`src/rtl/r_pkg.sv`:
```
// r_pkg: shared constants and types for the r_fifo slice.
// Holds the size defaults, the packet header field layout and the stored entry format.
package r_pkg;

    localparam int DEPTH_DEF = 16;
    localparam int WIDTH_DEF = 8;

    // Header byte layout: [7:2] payload length, [1:0] destination address
    localparam int LEN_MSB = 7;
    localparam int LEN_LSB = 2;
    localparam int ADDR_W  = 2;

    // Packet counter holds length+1 (payload plus parity), one bit wider than the field
    localparam int CNT_W = LEN_MSB - LEN_LSB + 2;

    // One stored FIFO entry: header marker plus data byte
    typedef struct packed {
        logic                 lfd;
        logic [WIDTH_DEF-1:0] data;
    } entry_t;

    // Bytes still to come after a header: payload length plus the parity byte
    function automatic logic [CNT_W-1:0] pkt_len(input logic [LEN_MSB:0] hdr);
        return {1'b0, hdr[LEN_MSB:LEN_LSB]} + CNT_W'(1);
    endfunction

endpackage

```
`src/rtl/r_fifo_if.sv`:
```
// r_fifo_if: handshake and data bundle between the synchronizer/client side and r_fifo.
// The overrun output exists only when R_FIFO_OVERRUN_FLAG_EN is defined.
interface r_fifo_if #(
    parameter int WIDTH = r_pkg::WIDTH_DEF
);
    logic             soft_reset;
    logic             write_enb;
    logic             read_enb;
    logic             lfd_state;
    logic [WIDTH-1:0] data_in;
    logic [WIDTH-1:0] data_out;
    logic             full;
    logic             empty;
`ifdef R_FIFO_OVERRUN_FLAG_EN
    logic             overrun;

    modport master (
        output soft_reset, write_enb, read_enb, lfd_state, data_in,
        input  data_out, full, empty, overrun
    );
    modport slave (
        input  soft_reset, write_enb, read_enb, lfd_state, data_in,
        output data_out, full, empty, overrun
    );
`else
    modport master (
        output soft_reset, write_enb, read_enb, lfd_state, data_in,
        input  data_out, full, empty
    );
    modport slave (
        input  soft_reset, write_enb, read_enb, lfd_state, data_in,
        output data_out, full, empty
    );
`endif
endinterface

```
`src/rtl/r_fifo_mem.sv`:
```
// r_fifo_mem: DEPTH x EW storage with one synchronous write port and one read port.
// The read port is combinational; the parent registers the selected byte into data_out
// and needs the entry's header bit in the same cycle to update its packet counter.
module r_fifo_mem #(
    parameter int DEPTH = 16,
    parameter int EW    = 9
) (
    input  logic                     clk,
    input  logic                     we,
    input  logic [$clog2(DEPTH)-1:0] waddr,
    input  logic [EW-1:0]            wdata,
    input  logic [$clog2(DEPTH)-1:0] raddr,
    output logic [EW-1:0]            rdata
);
    logic [EW-1:0] mem_reg [DEPTH];

    // Store the incoming entry on an accepted write
    always_ff @(posedge clk) begin
        if (we) begin
            mem_reg[waddr] <= wdata;
        end
    end

    assign rdata = mem_reg[raddr];

endmodule

```
`src/rtl/r_fifo.sv`:
```
// r_fifo: router output FIFO with header-aware packet counter.
// Pointers carry a wrap bit above the address; data_out is registered and zeroed when
// idle between packets. Optional macro R_FIFO_OVERRUN_FLAG_EN adds a sticky overrun output.
module r_fifo
    import r_pkg::*;
#(
    parameter int DEPTH = DEPTH_DEF,
    parameter int WIDTH = WIDTH_DEF
) (
    input  logic    clk,
    input  logic    resetn,
    r_fifo_if.slave bus
);
    localparam int AW = $clog2(DEPTH);

    logic [AW:0]       wr_ptr_reg, wr_ptr_next;
    logic [AW:0]       rd_ptr_reg, rd_ptr_next;
    logic [CNT_W-1:0]  pkt_count_reg, pkt_count_next;
    logic [WIDTH-1:0]  data_out_reg, data_out_next;
    logic [WIDTH:0]    rd_entry;
    logic              do_write;
    logic              do_read;
    logic              flush;

    // Flags come straight from the pointers: equal means empty, same address on opposite laps means full
    assign bus.empty = (rd_ptr_reg == wr_ptr_reg);
    assign bus.full  = (rd_ptr_reg[AW-1:0] == wr_ptr_reg[AW-1:0]) &&
                       (rd_ptr_reg[AW] != wr_ptr_reg[AW]);

    // Any reset drops concurrent traffic, including the storage write
    assign flush    = !resetn || bus.soft_reset;
    assign do_write = bus.write_enb && !bus.full  && !flush;
    assign do_read  = bus.read_enb  && !bus.empty && !flush;

    r_fifo_mem #(
        .DEPTH (DEPTH),
        .EW    (WIDTH + 1)
    ) u_mem (
        .clk   (clk),
        .we    (do_write),
        .waddr (wr_ptr_reg[AW-1:0]),
        .wdata ({bus.lfd_state, bus.data_in}),
        .raddr (rd_ptr_reg[AW-1:0]),
        .rdata (rd_entry)
    );

    // Next pointers, read data and packet countdown
    always_comb begin
        wr_ptr_next    = wr_ptr_reg + (AW + 1)'(do_write);
        rd_ptr_next    = rd_ptr_reg + (AW + 1)'(do_read);
        pkt_count_next = pkt_count_reg;
        data_out_next  = data_out_reg;
        if (do_read) begin
            data_out_next = rd_entry[WIDTH-1:0];
            if (rd_entry[WIDTH]) begin
                pkt_count_next = pkt_len(rd_entry[LEN_MSB:0]);
            end else if (pkt_count_reg != '0) begin
                pkt_count_next = pkt_count_reg - CNT_W'(1);
            end
        end else if (pkt_count_reg == '0) begin
            data_out_next = '0;
        end
    end

    // State registers; resetn and soft_reset both return everything to the empty state
    always_ff @(posedge clk) begin
        if (flush) begin
            wr_ptr_reg    <= '0;
            rd_ptr_reg    <= '0;
            pkt_count_reg <= '0;
            data_out_reg  <= '0;
        end else begin
            wr_ptr_reg    <= wr_ptr_next;
            rd_ptr_reg    <= rd_ptr_next;
            pkt_count_reg <= pkt_count_next;
            data_out_reg  <= data_out_next;
        end
    end

    assign bus.data_out = data_out_reg;

`ifdef R_FIFO_OVERRUN_FLAG_EN
    logic overrun_reg;

    // Sticky error: a write refused for lack of space or a read of an empty FIFO
    always_ff @(posedge clk) begin
        if (flush) begin
            overrun_reg <= 1'b0;
        end else if ((bus.write_enb && bus.full) || (bus.read_enb && bus.empty)) begin
            overrun_reg <= 1'b1;
        end
    end

    assign bus.overrun = overrun_reg;
`endif

endmodule

```
`src/flat_wrapper.sv`:
```
// flat-port wrapper written by rule: the top's interface ports become plain ports
module r_fifo_flat import r_pkg::*;
#(
    parameter int DEPTH = DEPTH_DEF,
    parameter int WIDTH = WIDTH_DEF
)
  (clk, resetn, bus_soft_reset, bus_write_enb, bus_read_enb, bus_lfd_state, bus_data_in, bus_data_out, bus_full, bus_empty);
  r_fifo_if #(.WIDTH(WIDTH)) bus_i ();
  input  logic clk;
  input  logic resetn;
  input wire logic [$bits(bus_i.soft_reset)-1:0] bus_soft_reset;
  input wire logic [$bits(bus_i.write_enb)-1:0] bus_write_enb;
  input wire logic [$bits(bus_i.read_enb)-1:0] bus_read_enb;
  input wire logic [$bits(bus_i.lfd_state)-1:0] bus_lfd_state;
  input wire logic [$bits(bus_i.data_in)-1:0] bus_data_in;
  output wire logic [$bits(bus_i.data_out)-1:0] bus_data_out;
  output wire logic [$bits(bus_i.full)-1:0] bus_full;
  output wire logic [$bits(bus_i.empty)-1:0] bus_empty;
  assign bus_i.soft_reset = bus_soft_reset;
  assign bus_i.write_enb = bus_write_enb;
  assign bus_i.read_enb = bus_read_enb;
  assign bus_i.lfd_state = bus_lfd_state;
  assign bus_i.data_in = bus_data_in;
  assign bus_data_out = bus_i.data_out;
  assign bus_full = bus_i.full;
  assign bus_empty = bus_i.empty;
  r_fifo #(.DEPTH(DEPTH), .WIDTH(WIDTH)) u_core (.clk(clk), .resetn(resetn), .bus(bus_i));
endmodule
```
`config.mk`:
```
export PLATFORM = sky130hd
export DESIGN_NAME = r_fifo_flat
export DESIGN_NICKNAME = d
export VERILOG_FILES = /design/src/rtl/r_pkg.sv /design/src/rtl/r_fifo_if.sv /design/src/rtl/r_fifo_mem.sv /design/src/rtl/r_fifo.sv /design/src/flat_wrapper.sv
export SDC_FILE = /design/constraint.sdc
export NUM_CORES = 1
export LEC_CHECK = 0
export BUFFER_PORTS_ARGS = -buffer_cell sky130_fd_sc_hd__buf_2
export CORE_AREA = 3 3 146 148
export DETAILED_ROUTE_END_ITERATION = 7
export DIE_AREA = 0 0 149 151
export GPL_TIMING_DRIVEN = 0
export MAX_ROUTING_LAYER = met4
export PLACE_DENSITY_LB_ADDON = 0.05
export SYNTH_ARGS = -nofsm -noshare
export SYNTH_HDL_FRONTEND = slang
export SYNTH_SLANG_ARGS = --single-unit
```
`constraint.sdc`:
```
create_clock -name clk -period 3.2 [get_ports clk]
set_input_delay 0.32 -clock clk [delete_from_list [all_inputs] [get_ports clk]]
set_output_delay 0.32 -clock clk [all_outputs]
set_load 0.005 [all_outputs]
```
# Yosys cells after proc, flatten, opt, wreduce, memory -nomap -nowiden
# Memory sizes are Yosys's and may differ from the RTL's. A register that Yosys moved wholly into a read port is not among the register bits.
# Index checks and enable logic that the tools add are counted.
classes:
  n_reduce_logical: 15
  addsub: 4
  mux: 7
  eq_ne: 3
op_table:
  columns: ["cell", "n"]
  rows:
  - ["8-bit 2-to-1 mux", 2]
  - ["7-bit 2-to-1 mux", 2]
  - ["5-bit by 1-bit adder with 5-bit output", 2]
  - ["6-bit by 1-bit adder with 7-bit output (second input constant)", 1]
  - ["7-bit zero test", 1]
  - ["7-bit nonzero test", 1]
  - ["7-bit by 1-bit subtractor with 7-bit output (second input constant)", 1]
  - ["5-bit == test", 1]
  - ["1-bit logical AND", 5]
  - ["4-bit == test", 1]
  - ["1-bit zero test", 4]
  - ["4-bit 2-to-1 mux", 1]
  - ["2-bit nonzero test", 2]
  - ["1-bit 2-to-1 mux", 2]
  - ["2-bit AND reduction", 1]
  - ["1-bit logical OR", 1]
  - ["1-bit != test", 1]
totals:
  ram_bits: 144
  n_memories: 1
  ff_bits: 25
memory_table:
  columns: ["name", "words", "width", "read_ports", "rd_ports_with_merged_regs", "wr", "line", "text"]
  rows:
  - ["u_core.u_mem.mem_reg", 16, 9, 1, 1, 1, "r_fifo_mem.sv:15", "logic [EW-1:0] mem_reg [DEPTH];"]

# Longest topological paths before layout
# Gate-level depths: netlist (run 1).
depth:
  depth_word: 7
  depth_mapped: 11
  ltp_nobuf: 9

# Cells and area by module
# Synthesis (run 1) repeated with hierarchy kept, for this count alone.
hier_totals:
  cells_unflattened: 399
  hier_area_um2: 6902.9
modules_own_cells:
  columns: ["mod", "seq_area_each_um2", "cells_each", "n_inst", "area_per_inst_um2"]
  rows:
  - ["r_fifo_mem", 4324.1, 245, 1, 5600.4]
  - ["r_fifo", 500.5, 154, 1, 1302.5]

# Worst setup path after synthesis (run 1)
# No wires, ideal clock.
synth_path:
  path_type: "register to register"
  from: "register u_core.rd_ptr_reg[3]"
  to: "memory u_core.u_mem.mem_reg[0][0] (enable)"
  required_time_ns: 2.813
  setup_time_ns: 0.387
  period_less_slack_ns: 2.696
  path_stages_with_launch: 9
  n_path_buf: 2
  t_arrival_ns: 2.309
  setup_slack_ns: 0.504
  cell_sequence: "dfxtp_1 > clkbuf_1 > xor2_1 > nor4_1 > nand2b_1 > and3_1 > clkbuf_1 > or3b_2 > nor3_1"
synth_between:
  elab_chain_len: 7
synth_rtl:
  columns: ["element", "line", "text"]
  rows:
  - ["start: declaration", "r_fifo.sv:17", "logic [AW:0] rd_ptr_reg, rd_ptr_next;"]
  - ["start signal: assignment", "r_fifo.sv:74", "rd_ptr_reg <= rd_ptr_next;"]
  - ["4-bit == test", "r_fifo.sv:27", "assign bus.full = (rd_ptr_reg[AW-1:0] == wr_ptr_reg[AW-1:0]) &&"]
  - ["1-bit logical AND", "r_fifo.sv:27", null]
  - ["1-bit zero test", "r_fifo.sv:32", "assign do_write = bus.write_enb && !bus.full && !flush;"]
  - ["1-bit logical AND (2 in a row)", "r_fifo.sv:32", null]
  - ["1-bit 2-to-1 mux", "r_fifo_mem.sv:19", "if (we) begin"]
  - ["1-bit 2-to-1 mux (implied by the code)", "r_fifo_mem.sv:20", "mem_reg[waddr] <= wdata;"]
  - ["end: declaration", "r_fifo_mem.sv:15", null]
# Every way passes these cells.

# Final worst setup path (run 1)
layout_path:
  from: "register u_core.rd_ptr_reg[3]"
  to: "memory u_core.u_mem.mem_reg[6][7] (enable)"
# Same word-level chain as after synthesis.

==> results of run 1 <==
[stage by stage]
step           power, mW  TNS, ns  hold WS, ns  cells  area (sq um)
6_report            4.57        0        0.277    718          8140
5_1_grt             4.72    -2.96        0.274    718          8140
4_1_cts             4.63        0        0.260    717          8100
3_5_place_dp        2.53    -4.81        0.460    685          7490
3_3_place_gp        2.52   -25.84        0.460    681          7420
2_1_floorplan       2.48        0        0.419    388          6970
[layer usage]
metal	GRT usage, %	wire (um)	part of all wire (%)	vias up
li1	-	-	-	1670
met4	3.84	198	1.2	0
met2	25.7	8080	50	75
met5	-	0	0	-
met3	3.86	798	4.9	8
met1	20.3	7230	44	1906
[logic make-up (layout without fill, tap and decap cells)]
| group | Yosys count | in the layout | synth area share [%] |
|---|---|---|---|
| AO/OA/AOI/OAI | 44 | 44 | 5.53 |
| XOR/XNOR | 13 | 13 | 1.63 |
| adder cells (fa/ha/maj) | 6 | 6 | 1.08 |
| buffers and inverters | 25 | 84 | 2.12 |
| flip-flops | 169 | 169 | 69.2 |
| multiplexers | 50 | 50 | 14.3 |
| other | 0 | 1 | 0 |
| AND/OR/NAND/NOR | 81 | 81 | 6.10 |
[Yosys cell counts, drive strengths merged (6+ instances only)]
cell,number
edfxtp,144
a21oi,6
nor2,25
dfxtp,25
ha,6
inv,6
nand3,8
and2,6
nand2,8
mux4,36
a22o,9
nand2b,9
nor3,7
xor2,8
buf,11
mux2i,9
o22ai,6
clkbuf,7
[path summary, 6_finish.rpt]
path | startpoint | to | slack (ns) | cells after the start
worst max-delay path | u_core.rd_ptr_reg[3] | u_core.u_mem.mem_reg[6][7] | 0.16 | 8
worst min-delay path | bus_data_in[0] | u_core.u_mem.mem_reg[13][0] | 0.28 | 1
worst max register to register | u_core.rd_ptr_reg[3] | u_core.u_mem.mem_reg[6][7] | 0.16 | 8
worst min register to register | u_core.bus.data_out[3] | u_core.bus.data_out[3] | 0.47 | 1
[cell usage in the layout, fill, tap and decap left out, types with 4 or more instances in the layout]
master / n
nand3_1: 8
mux2i_1: 9
nor3_2: 4
buf_2: 29
a22o_1: 9
clkbuf_16: 17
xnor2_1: 5
dfxtp_1: 25
nand2b_1: 9
inv_1: 6
o22ai_1: 5
a21oi_1: 5
buf_6: 6
ha_1: 6
clkbuf_1: 7
mux4_2: 25
xor2_1: 8
edfxtp_1: 144
nand2_1: 6
and2_1: 6
nor2_2: 7
mux4_1: 11
mux2_2: 5
nor2_1: 15
[cell type report]
type / count / area [sq um] / share of cell area, %
Multi-Input combinational cell: 194 / 2060 / 25.4
Tap cell: 270 / 338 / 4.15
Timing Repair Buffer: 27 / 160 / 1.97
Antenna cell: 1 / 2.50 / 0.0307
Sequential cell: 169 / 4820 / 59.3
Inverter: 7 / 26.3 / 0.323
Buffer: 18 / 123 / 1.51
Clock inverter: 14 / 173 / 2.12
Clock buffer: 18 / 429 / 5.27
[report_power, final]
| part | internal [mW] | total [mW] | leakage, nW | switching [mW] |
|---|---|---|---|---|
| combinational | 0.0260 | 0.0861 | 0.855 | 0.0601 |
| clock | 1.24 | 2.09 | 0.286 | 0.858 |
| sequential | 2.39 | 2.39 | 1.50 | 0.00276 |
| total | 3.65 | 4.57 | 2.64 | 0.921 |
[timing repair]
| item | 4_1_cts | 5_1_grt |
|---|---|---|
| endpoints found under the hold margin | 0 | 0 |
| setup endpoints to repair | 27 | 90 |
| resized for setup | 3 | 11 |
[worst register-to-register path: cells and delay by family, from the launching register on]
kind | cells | cell delay (ns)
buf+inv | 2 | 0.60
xor+xnor | 1 | 0.23
simple gates | 5 | 1.51
flops | 1 | 0.30
==> results.md, run 1 <==
* CP top delay family: simple AND/OR/NAND/NOR gates
* Post-CTS Setup Bufs at 0
* Initial antenna violation count at 1
* Initial Utilization at between 30% and 40%
* Synth warn at 0
* CP Launch Type: flip-flop
* Die area at about 22,000 sq um
* Gr ovfl total at 0
* Synthesized flop and latch total at between 150 and 200
* Max Clock Freq at between 0.3 and 0.4 GHz
* Share of cells above drive strength 1 at between 20% and 30%
* Max stage delay on crit path at between 0.9 and 1 ns
* CTS Root Cell: clkbuf_16
* Global placer's final weighted congestion at 0.805
* Final critical-path required period at between 3 and 4 ns
* Leading area contributor after synthesis: edfxtp_1
* Setup CP Type: flip-flop to flip-flop
* Gr usage total at ~16%
* Fin. Hold Viols at 0
* Die span in x at around 150 um
* Slew Limit Fails at 0
* DP HPWL at roughly 11 mm
* Worst Path Arrival at roughly 3 ns
* Slew @ Worst Pin at around 1.2 ns
* Crit-path slowest cell: nor2_1
* Worst Hold Class: input port to flip-flop
* Post-synth EDFFs at ~140
* Vias/cell at about 5
* CP Buf/Inv Count at 2
* Max IR drop VDD at between 0.3 and 0.4 mV
* Core area at between 20,000 and 25,000 sq um
* CP Capture Type: flip-flop
* Max clock buf depth at 2
* Final wirelength at 16.3 mm
* WP data required at around 3.2 ns
* Status: completed
* PnR worst setup slack at around 0.16 ns
* Unrepaired setup endpoints after global routing: yes
* Number of global-route vias before repair at ~3,700
* Crit Path Max Fanout at 9
* Inserted Clock Buffers at 17
* FFs w/ async S/R, synth at 0%
* MaxCap Viol Count at 0
* Post-synth top area share at 62.0%
* Total I/O pin count at 24
* DRT antenna net count at 0
* Layout area overhead at 16.8%
* Clk sinks at ~170
* Worst skew pair latency at roughly 0.42 ns
* Rows at 52
* Lkg Pwr at approximately 2.6 nW
* Clock skew at 0.00805 ns
* Fillers at between 1,500 and 2,000
* Seq/Total Area, Yosys at approximately 70%
* First-pass GRT wire length at about 24 mm
* Post-synth top flop: edfxtp_1
* Dpl ws at -0.273 ns
* Post-CTS Hold Buffers at 0
* Synth top area cells: edfxtp_1, mux4_2, dfxtp_1
* Clk slew on worst S/H paths at approximately 0.070 ns
* Number of I/O port buffers at 23
* Vertical die dimension at 151 um
* Mapped cell area at roughly 7000 sq um
* Starting DRT DRC Count at about 300
* Drt first pass iters at 4
* Routed len/inst at about 23 um
* Final cell utilization of the core at approximately two fifths
* Vias at roughly 3,700
* CP cell instances: clkbuf_1, xor2_1, nor4_2, nand2b_1, and3_1, clkbuf_1, nand3b_1, nor2_1
* Largest net degree at the start of global routing at 17
* # DRC at 0
* PD cells at roughly 560 nW/um^2
* Nets at around 450
* Final period util at between 90 and 100%
* CTS tree: built
* Synth cell types at 55
* Endpoints failing setup at 0
* CTS HTree Levels at 4
* Syn_nets at slightly above 400
* Syn_area_per_cell at 18.0 sq um
* Cell count after synthesis at between 300 and 400
* Slew headroom at approximately 18%
* Largest register FFs at approximately 140
* Top cell by count, worst path: clkbuf_1
(Power assumes the default switching activity.)
==> run 2, diff against run 1 <==
==> constraint.sdc (replaced) <==
create_clock -name clk -period 2.6 [get_ports clk]
set_input_delay 0.26 -clock clk [delete_from_list [all_inputs] [get_ports clk]]
set_output_delay 0.26 -clock clk [all_outputs]
set_load 0.005 [all_outputs]
==> results.md, run 2 (synthesized netlist as in run 1, its figures left out) <==
* Final period util at 95.9%
* Lkg Pwr at approximately 2.8 nW
* Clock skew at between 0.008 and 0.009 ns
* CP Buf/Inv Count at 2
* Total power at around 5.5 mW
* Total I/O pin count at 24
* Largest net degree at the start of global routing at 17
* Starting DRT DRC Count at between 300 and 400
* Core area at 20,200 sq um
* Max clock buf depth at 2
* First-pass GRT wire length at between 20 and 30 mm
* DP HPWL at ~11 mm
* CP Launch Type: flip-flop
* Max Clock Freq at ~0.4 GHz
* Vertical die dimension at between 150 and 200 um
* PnR worst setup slack at ~0.11 ns
* Fin cells at 740
* Drt first pass iters at 4
* WP data required at 2.92 ns
* Top cell by count, worst path: buf_12
* Routed len/inst at ~23 um
* Number of global-route vias before repair at ~3,800
* Worst Hold Class: input port to flip-flop
* Status: completed
* Initial Utilization at 34.6%
* Fin. Hold Viols at 0
* Slew @ Worst Pin at between 0.9 and 1 ns
* Crit-path slowest cell: mux4_1
* Worst skew pair latency at between 0.4 and 0.5 ns
* Gr usage total at between 10% and 20%
* PD cells at approximately 640 nW/um^2
* Inserted Clock Buffers at 17
* # DRC at 0
* CTS HTree Levels at 4
* Final cell utilization of the core at 42.2%
* Vias/cell at 5.07
* Die span in x at around 150 um
* ANT cells at 0
* Endpoints failing setup at 0
* Global placer's final weighted congestion at roughly 0.8
* Worst Path Arrival at about 2.8 ns
* Gr ovfl total at 0
* Setup TNS Final at 0 ns
* Vias at around 3,800
* Register area at 4830 sq um
* Slew headroom at 37.8%
* Slew Limit Fails at 0
* Fillers at about 1,800
* Dpl ws at -0.816 ns
* Dpl cells at between 600 and 700
* Largest register FFs at roughly 140
* Layout area overhead at 22.2%
* Clk sinks at 169
* CP cell instances: buf_12, buf_12, mux4_1, a22oi_2, nand2_2, ha_1, xnor2_1, mux2i_1, a22o_1
* CP top delay family: multiplexers
* Share of cells above drive strength 1 at 34.7%
* Die area at ~22,000 sq um
* Number of I/O port buffers at 23
* Initial antenna violation count at 0
* Commonest non-fill, non-tap cell in the layout: edfxtp_1
* MaxCap Viol Count at 0
* Nets at between 400 and 500
* CTS Root Cell: clkbuf_16
* Final wirelength at 17.4 mm
* CTS tree: built
* Rows at 52
* DRT antenna net count at 0
* Crit Path Max Fanout at 10
* Clk slew on worst S/H paths at around 0.07 ns
* CP Capture Type: flip-flop
* Max stage delay on crit path at approximately 0.60 ns
* Multi-input logic area at approximately 2200 sq um
* Commonest cells after routing, fill and taps aside: edfxtp_1, mux4_2, buf_2
* Final critical-path required period at approximately 2.5 ns
* Max IR drop VDD at 0.452 mV
* Setup CP Type: flip-flop to flip-flop
-- run 2: layout make-up --
type,count,share of cell area [%]
Tap cell,270,3.97
Timing Repair Buffer,52,5.27
Inverter,7,0.338
Multi-Input combinational cell,194,25.5
Sequential cell,169,56.7
Buffer,16,1.67
Clock inverter,14,1.28
Clock buffer,18,5.29
-- run 2: timing repair --
action                                  in CTS  in global routing
cloned                                       0                  1
gates resized for setup                     40                 12
endpoints found under the setup margin     155                125
hold buffers                                 0                  0
buffers inserted                             9                 16
pin swaps                                    9                  9
-- run 2: worst paths after layout --
check	start	end	slack [ns]	depth (start not counted)
setup / recovery	u_core.rd_ptr_reg[0]	u_core.pkt_count_reg[2]	0.11	9
hold reg to reg	u_core.bus.data_out[5]	u_core.bus.data_out[5]	0.48	1
hold / removal	bus_data_in[6]	u_core.u_mem.mem_reg[15][6]	0.21	1
setup reg to reg	u_core.rd_ptr_reg[0]	u_core.pkt_count_reg[2]	0.11	9
-- run 2: per-stage QoR --
stage / hold slack, ns / cell area, sq um
after global placement: 0.460 / 7430
after CTS: 0.192 / 8300
final: 0.205 / 8520
after global routing: 0.212 / 8520
after floorplan: 0.359 / 6980
after detailed placement: 0.460 / 7480
-- run 2: where the power goes --
part	internal (mW)	total [mW]	leakage, nW	switching [mW]
combinational	0.0375	0.114	1.01	0.0764
sequential	2.94	2.94	1.50	0.00331
clock	1.30	2.40	0.283	1.10
-- run 2: per-layer routing --
layer	global-route usage, %	vias to the layer above	wire length (um)
met5	-	-	0
met4	5.13	0	239
met3	2.69	15	520
met2	27.2	47	8870
met1	21.0	1980	7740
li1	-	1710	-
